## src/rtl/alarm_ctrl.sv

```systemverilog
// Alarm controller: compares the running time against a programmed hh:mm and runs the ring/snooze/dismiss FSM.
// Define ALARM_BEEP_EN for a 1 s on / 1 s off buzzer while ringing; otherwise buzz is a steady copy of ringing.
module alarm_ctrl #(
    parameter int RING_TIMEOUT = 60,
    parameter int SNOOZE_SEC   = 300,
    parameter int MAX_SNOOZE   = 3
) (
    input  logic       clk,
    input  logic       rst,
    input  logic       sec_tick,
    input  logic [4:0] cur_hour,
    input  logic [5:0] cur_min,
    input  logic [5:0] cur_sec,
    input  logic       set_en,
    input  logic [4:0] set_hour,
    input  logic [5:0] set_min,
    input  logic       arm,
    input  logic       snooze,
    input  logic       dismiss,
    output logic [4:0] alarm_hour,
    output logic [5:0] alarm_min,
    output logic       ringing,
    output logic       snoozing,
    output logic       buzz,
    output logic [1:0] snooze_left
);

    localparam int CNT_MAX = (RING_TIMEOUT > SNOOZE_SEC) ? RING_TIMEOUT : SNOOZE_SEC;
    localparam int CW      = $clog2(CNT_MAX + 1);
    localparam logic [CW-1:0] RING_LIM   = CW'(RING_TIMEOUT);
    localparam logic [CW-1:0] SNOOZE_LIM = CW'(SNOOZE_SEC);
    localparam logic [1:0]    SNOOZE_MAX = 2'(MAX_SNOOZE);

    typedef enum logic [1:0] {IDLE, ARMED, RINGING, SNOOZE} state_t;

    state_t        state, state_nxt;
    logic [CW-1:0] sec_cnt, cnt_nxt, cnt_inc;
    logic [1:0]    left_nxt;
    logic          match, match_d, trigger;

    // Only the first cycle at hh:mm:00 fires, so a stalled clock chain cannot retrigger.
    assign match   = (cur_hour == alarm_hour) && (cur_min == alarm_min) && (cur_sec == 6'd0);
    assign trigger = match && !match_d;
    assign cnt_inc = sec_cnt + CW'(1);

    always_comb begin
        state_nxt = state;
        cnt_nxt   = sec_cnt;
        left_nxt  = snooze_left;
        if (!arm) begin
            state_nxt = IDLE;
            cnt_nxt   = '0;
        end else if (set_en) begin
            if (state != IDLE) begin
                state_nxt = ARMED;
                cnt_nxt   = '0;
            end
        end else begin
            unique case (state)
                IDLE: state_nxt = ARMED;
                ARMED: begin
                    if (trigger) begin
                        state_nxt = RINGING;
                        cnt_nxt   = '0;
                        left_nxt  = SNOOZE_MAX;
                    end
                end
                RINGING: begin
                    if (dismiss) begin
                        state_nxt = ARMED;
                        cnt_nxt   = '0;
                    end else if (snooze && (snooze_left != 2'd0)) begin
                        state_nxt = SNOOZE;
                        cnt_nxt   = '0;
                        left_nxt  = snooze_left - 2'd1;
                    end else if (sec_tick) begin
                        if (cnt_inc == RING_LIM) begin
                            state_nxt = ARMED;
                            cnt_nxt   = '0;
                        end else begin
                            cnt_nxt = cnt_inc;
                        end
                    end
                end
                SNOOZE: begin
                    if (dismiss) begin
                        state_nxt = ARMED;
                        cnt_nxt   = '0;
                    end else if (sec_tick) begin
                        if (cnt_inc == SNOOZE_LIM) begin
                            state_nxt = RINGING;
                            cnt_nxt   = '0;
                        end else begin
                            cnt_nxt = cnt_inc;
                        end
                    end
                end
                default: state_nxt = IDLE;
            endcase
        end
    end

    // Alarm time loads on any set_en, so it can be programmed before arming.
    always_ff @(posedge clk or posedge rst) begin
        if (rst) begin
            state       <= IDLE;
            sec_cnt     <= '0;
            snooze_left <= SNOOZE_MAX;
            match_d     <= 1'b0;
            alarm_hour  <= '0;
            alarm_min   <= '0;
            ringing     <= 1'b0;
            snoozing    <= 1'b0;
            buzz        <= 1'b0;
        end else begin
            state       <= state_nxt;
            sec_cnt     <= cnt_nxt;
            snooze_left <= left_nxt;
            match_d     <= match;
            if (set_en) begin
                alarm_hour <= set_hour;
                alarm_min  <= set_min;
            end
            ringing  <= (state_nxt == RINGING);
            snoozing <= (state_nxt == SNOOZE);
`ifdef ALARM_BEEP_EN
            buzz <= (state_nxt == RINGING) && ((state != RINGING) || (sec_tick ? !buzz : buzz));
`else
            buzz <= (state_nxt == RINGING);
`endif
        end
    end

endmodule

```

## config.mk

```make
export PLATFORM = sky130hd
export DESIGN_NAME = alarm_ctrl
export DESIGN_NICKNAME = d
export VERILOG_FILES = /design/src/rtl/alarm_ctrl.sv
export SDC_FILE = /design/constraint.sdc
export NUM_CORES = 1
export LEC_CHECK = 0
export CAP_MARGIN = 25
export CORE_MARGIN = 3
export CORE_UTILIZATION = 43
export CTS_CLUSTER_SIZE = 16
export DETAILED_ROUTE_END_ITERATION = 10
export PLACE_DENSITY = 0.82
export SYNTH_ARGS = -nofsm -noshare
export SYNTH_HDL_FRONTEND = slang
export SYNTH_SLANG_ARGS = --single-unit
export TNS_END_PERCENT = 100
```

## constraint.sdc

```tcl
create_clock -name clk -period 2.2 [get_ports clk]
set_clock_uncertainty 0.1 [all_clocks]
set_input_delay 0.44 -clock clk [delete_from_list [all_inputs] [get_ports clk]]
set_output_delay 0.44 -clock clk [all_outputs]
set_load 0.02 [all_outputs]
```

* Yosys cells after proc, flatten, opt, wreduce, memory -nomap -nowiden
Index checks and enable logic that the tools add are counted.
W data, S select, Z words.
** Word-level totals
- Logic and storage cells :: 68
- Output and inout bits :: 16
- Register bits :: 27
** Cells by class
- Muxes and demuxes :: 28
- Bitwise operators :: 1
- Eq/ne operators :: 17
- Add/subtract/negate cells :: 2
- Reductions and logical operators :: 12
** Operators with widths (number)
- $mux W9 :: 11
- $mux W2 :: 14
- $pmux W9 S3 :: 1
- $add A9 B1 Y9 const B :: 1
- $eq A9 B6 Y1 const B :: 1
- $eq A9 B9 Y1 const B :: 1
- $eq A2 B2 Y1 const B :: 4
- $pmux W2 S4 :: 1
- $eq A6 B6 Y1 :: 1
- $logic_not A6 Y1 :: 1
- $ne A2 B2 Y1 const B :: 3
- $ne A6 B6 Y1 const B :: 1
- $reduce_and A6 Y1 :: 1
- $reduce_bool A2 Y1 :: 3
- $eq A5 B5 Y1 :: 1
- $ne A5 B2 Y1 const B :: 1
- $ne A5 B5 Y1 const B :: 1
- $reduce_and A5 Y1 :: 1
- $logic_and A1 B1 Y1 :: 4
- $ne A4 B4 Y1 const B :: 1
- $pmux W2 S2 :: 1
- $ne A3 B2 Y1 const B :: 1
- $eq A2 B1 Y1 const B :: 1
- $logic_not A2 Y1 :: 1
- 3 further kinds :: 3

* Depth between registers and ports, before layout
- Depth after elaboration :: 10
- Depth in mapped cells :: 9
- Gate-level depth less buffers :: 8

* Least setup slack after synthesis
No wires, ideal clock.
- Path kind :: register -> register
- Start :: register snooze_left[0]
- End :: register sec_cnt[5]
- Path buffers :: 1
- Setup time :: 120 ps
- Period minus slack after synthesis :: 2122 ps
- Stages on the path, launching flop included :: 10
- Setup slack :: 78 ps
- Required time :: 1980 ps
- Data arrival time :: 1902 ps
- Path through :: dfstp_2 inv_1 ha_1 nand2b_1 nand2_1 a211oi_1 buf_6 and2_0 o311a_1 a31o_1
** On the way
- Cells in the longest elaborated chain, start to end :: 7
- Elaborated cells between the ends (all ways) :: 9
- Those cells by class :: eq/ne: 1; mux: 5; reduce/logical: 3
** RTL lines
- start, declared :: RTL line 25 : output logic [1:0] snooze_left
- start signal, assigned :: RTL line 118 : snooze_left <= left_nxt;
- $reduce_bool A2 Y1 * :: RTL line 72 : end else if (snooze && (snooze_left != 2'd0)) begin
- $logic_and A1 B1 Y1 * :: RTL line 72
- $mux W9 :: RTL line 72
- $mux W9 :: RTL line 69 : if (dismiss) begin
- $pmux W9 S3 :: RTL line 59 : unique case (state)
- $mux W9 :: RTL line 53 : end else if (set_en) begin
- $mux W9 :: RTL line 50 : if (!arm) begin
- end signal, assigned :: RTL line 117 : sec_cnt <= cnt_nxt;
- end, declared :: RTL line 37 : logic [CW-1:0] sec_cnt, cnt_nxt, cnt_inc;
Every way passes the cells marked *; elsewhere a longest branch is shown, timed or not.
A chain may end at the register's enable or synchronous reset.

* Worst setup path in the final report
- Start :: input port cur_sec[1]
- End :: register sec_cnt[2]
** On the way
- Cells in the longest elaborated chain, start to end :: 5
** RTL lines
- start, declared :: RTL line 13 : input logic [5:0] cur_sec,
- $logic_not A6 Y1 :: RTL line 42 : assign match = (cur_hour == alarm_hour) && (cur_min == alarm_min) && (cur_sec == 6'd0);
- $logic_and A1 B1 Y1 :: RTL line 42
- $logic_and A1 B1 Y1 :: RTL line 43 : assign trigger = match && !match_d;
- $ne A4 B4 Y1 (no line)
- $reduce_and A5 Y1 (no line)
No other way between the ends.

==> impl_metrics.json <==
{
  "status": "completed",
  "setup_viol": 0,
  "crit_type": "in -> reg",
  "drive_gt1_frac": 0.280,
  "grt_pass1_vias": 1771,
  "layout.nets": 311,
  "p_leak_uw": 0.00121,
  "synth_xor_area_frac": 0.0391,
  "clock_sinks": 27,
  "drc": 0,
  "hold_slack_ps": 418,
  "cp.required_ps": 2280,
  "synth_area_leader_cell": "dfrtp_1",
  "relSlewSlack": 0.753,
  "antenna_cells": 0,
  "initialDrtViolationCount": 129,
  "netlist_instances": 186,
  "synth.cell_area_um2": 1790,
  "synth_edf_count": 0,
  "grt_start_max_net_pins": 28,
  "area_growth_pct": 54.0,
  "dp_hpwl_um": 3700,
  "syn_nets": 228,
  "wl_um": 5360,
  "p_total_uw": 1160,
  "synthSimpleGateAreaFrac": 0.226,
  "drv_slew": 0,
  "maxCapViolCount": 0,
  "netlist.area_leader.share": 0.349,
  "start_util": 0.468,
  "synth_top_family_by_area": "simple AND/OR/NAND/NOR gates",
  "syn-mean-instance-area_um2": 9.63,
  "grt_pass1_wl_um": 8280,
  "ys_seq_elements": 27,
  "cts_root_buf": "clkbuf_8",
  "post-route-period-util": 0.994,
  "min_period_ps": 2190,
  "synth_mux_area_frac": 0.0678,
  "arrival_ps": 2260,
  "worst_slew_pin_slew_ps": 365,
  "antenna_found_initial": 0,
  "clkLatencyLatePin_ps": 280,
  "synth_common_cells": "dfrtp_1 (25), inv_1 (15), nor2_1 (15)",
  "ios": 51,
  "fp.dieW_um": 70.5,
  "start_kind": "input port",
  "first_pass_iters": 4,
  "final_antenna_net_count": 0,
  "grt.overflow.total": 0,
  "async_flop_share": 1.00,
  "cts_buffers": 3,
  "track_usage": 0.206,
  "crit_path_end_kind": "flip-flop",
  "hold_violations": 0,
  "cts_buffer_depth": 2,
  "clkTransAtPathRegs_ps": 100,
  "synth_area_leaders": "dfrtp_1 (35%), mux2_2 (5.7%), ha_1 (4.9%)",
  "ys.warnings.count": 0,
  "synth_compound_area_frac": 0.184,
  "die_area_um2": 4970,
  "ir_worst_vdd_mv": 0.282,
  "yosysMostFrequentCell": "dfrtp_1",
  "vias_per_cell": 5.61,
  "cts_hold_buf": 0,
  "synth-adder-area-share": 0.0489,
  "post-place-ws_ps": -335,
  "p_per_area_nw_per_um2": 421,
  "crit_fanout": 5,
  "htree_levels": 1,
  "wl_per_cell_um": 17.0,
  "ys_types": 51,
  "rsz0062_at_grt": "yes",
  "routabilityCongestion": 0.871,
  "ys_seq_area_frac": 0.379,
  "rows": 22,
  "hold_class": "in -> async",
  "synthFlopType": "dfrtp_1",
  "die_h_um": 70.5,
  "numPortBuffers": 50,
  "fmax_mhz": 458,
  "cts_tree": "yes",
  "setup_ws_ps": 14.2,
  "vias": 1772,
  "coreArea_um2": 3830
}
[report_power, final]
part	switching, uW	leakage, uW	internal (uW)
sequential	24.0	0.000343	518
clock	158	0.0000228	130
combinational	157	0.000841	174
total	339	0.00121	822
[placed cells by master, fill, tap and decap left out, drive strengths merged, types with 6 or more instances in the layout]
cell type      count
and2               6
buf               33
clkdlybuf4s50     43
dfrtp             25
ha                 7
inv               15
mux2               9
nand2             11
nand2b             7
nand3              6
nor2              15
nor4               6
o21ai              6
o311a              6
[worst max-delay path: stages]
cell and delay, ps:
clkdlybuf4s50_1 430, nor2_2 160, o2111ai_4 140, nor4_4 270, buf_4 180, a21boi_4 80
o311a_1 350, a41o_1 200
[path summary, 6_finish.rpt]
check / cells past startpoint / end / startpoint / slack (ps)
max: 8 / sec_cnt[2] / cur_sec[1] / 10
min: 3 / sec_cnt[1] / rst / 420
max reg2reg: 7 / sec_cnt[7] / state[0] / 50
min reg2reg: 2 / sec_cnt[1] / sec_cnt[1] / 460
max in group asynchronous: 3 / snooze_left[1] / rst / 1280
min in group clk: 2 / sec_cnt[1] / sec_cnt[1] / 460
[layout make-up]
class | count | area, um2
sequential | 27 | 679
fill | 265 | 1070
timing repair buffer | 83 | 766
clock buffer | 4 | 45.0
inverter | 15 | 56.3
multi-input combinational | 139 | 1150
tap | 48 | 60.1
[per-stage QoR]
| stage | TNS [ps] | cell area, um2 | util | instances |
|---|---|---|---|---|
| 6_report | 0 | 2760 | 0.721 | 316 |
| 5_1_grt | -437 | 2760 | 0.721 | 316 |
| 4_1_cts | 0 | 2620 | 0.685 | 314 |
| 3_5_place_dp | -3640 | 2530 | 0.663 | 308 |
| 3_3_place_gp | -3500 | 2530 | 0.663 | 308 |
| 2_1_floorplan | 0 | 1790 | - | 186 |
[kinds of logic after synthesis]
logic type	after synthesis
AOI/OAI and AO/OA	41
buffers and inverters	21
DFF	27
and+or+nand+nor	71
muxes	11
xor gates and xnor gates	8
adders and majority gates	7
[sequential cells by signal, summed over array words and instances, names as in the netlist]
name         cells
match_d          1
snoozing         1
sec_cnt          9
alarm_hour       5
state            2
buzz             1
alarm_min        6
snooze_left      2
[metal layers]
metal,routed length (um),track usage
met5,0,0
met4,124,0.0835
met3,284,0.0426
met2,2770,0.342
met1,2190,0.262
[repair_timing]
action / 4_1_cts / 5_1_grt
pin swaps: 4 / 10
buffers inserted: 1 / 2
resized for setup: 7 / 26
gates cloned: 1 / 0
setup endpoints to repair: 7 / 12
Power figures use the tool's default switching activity.
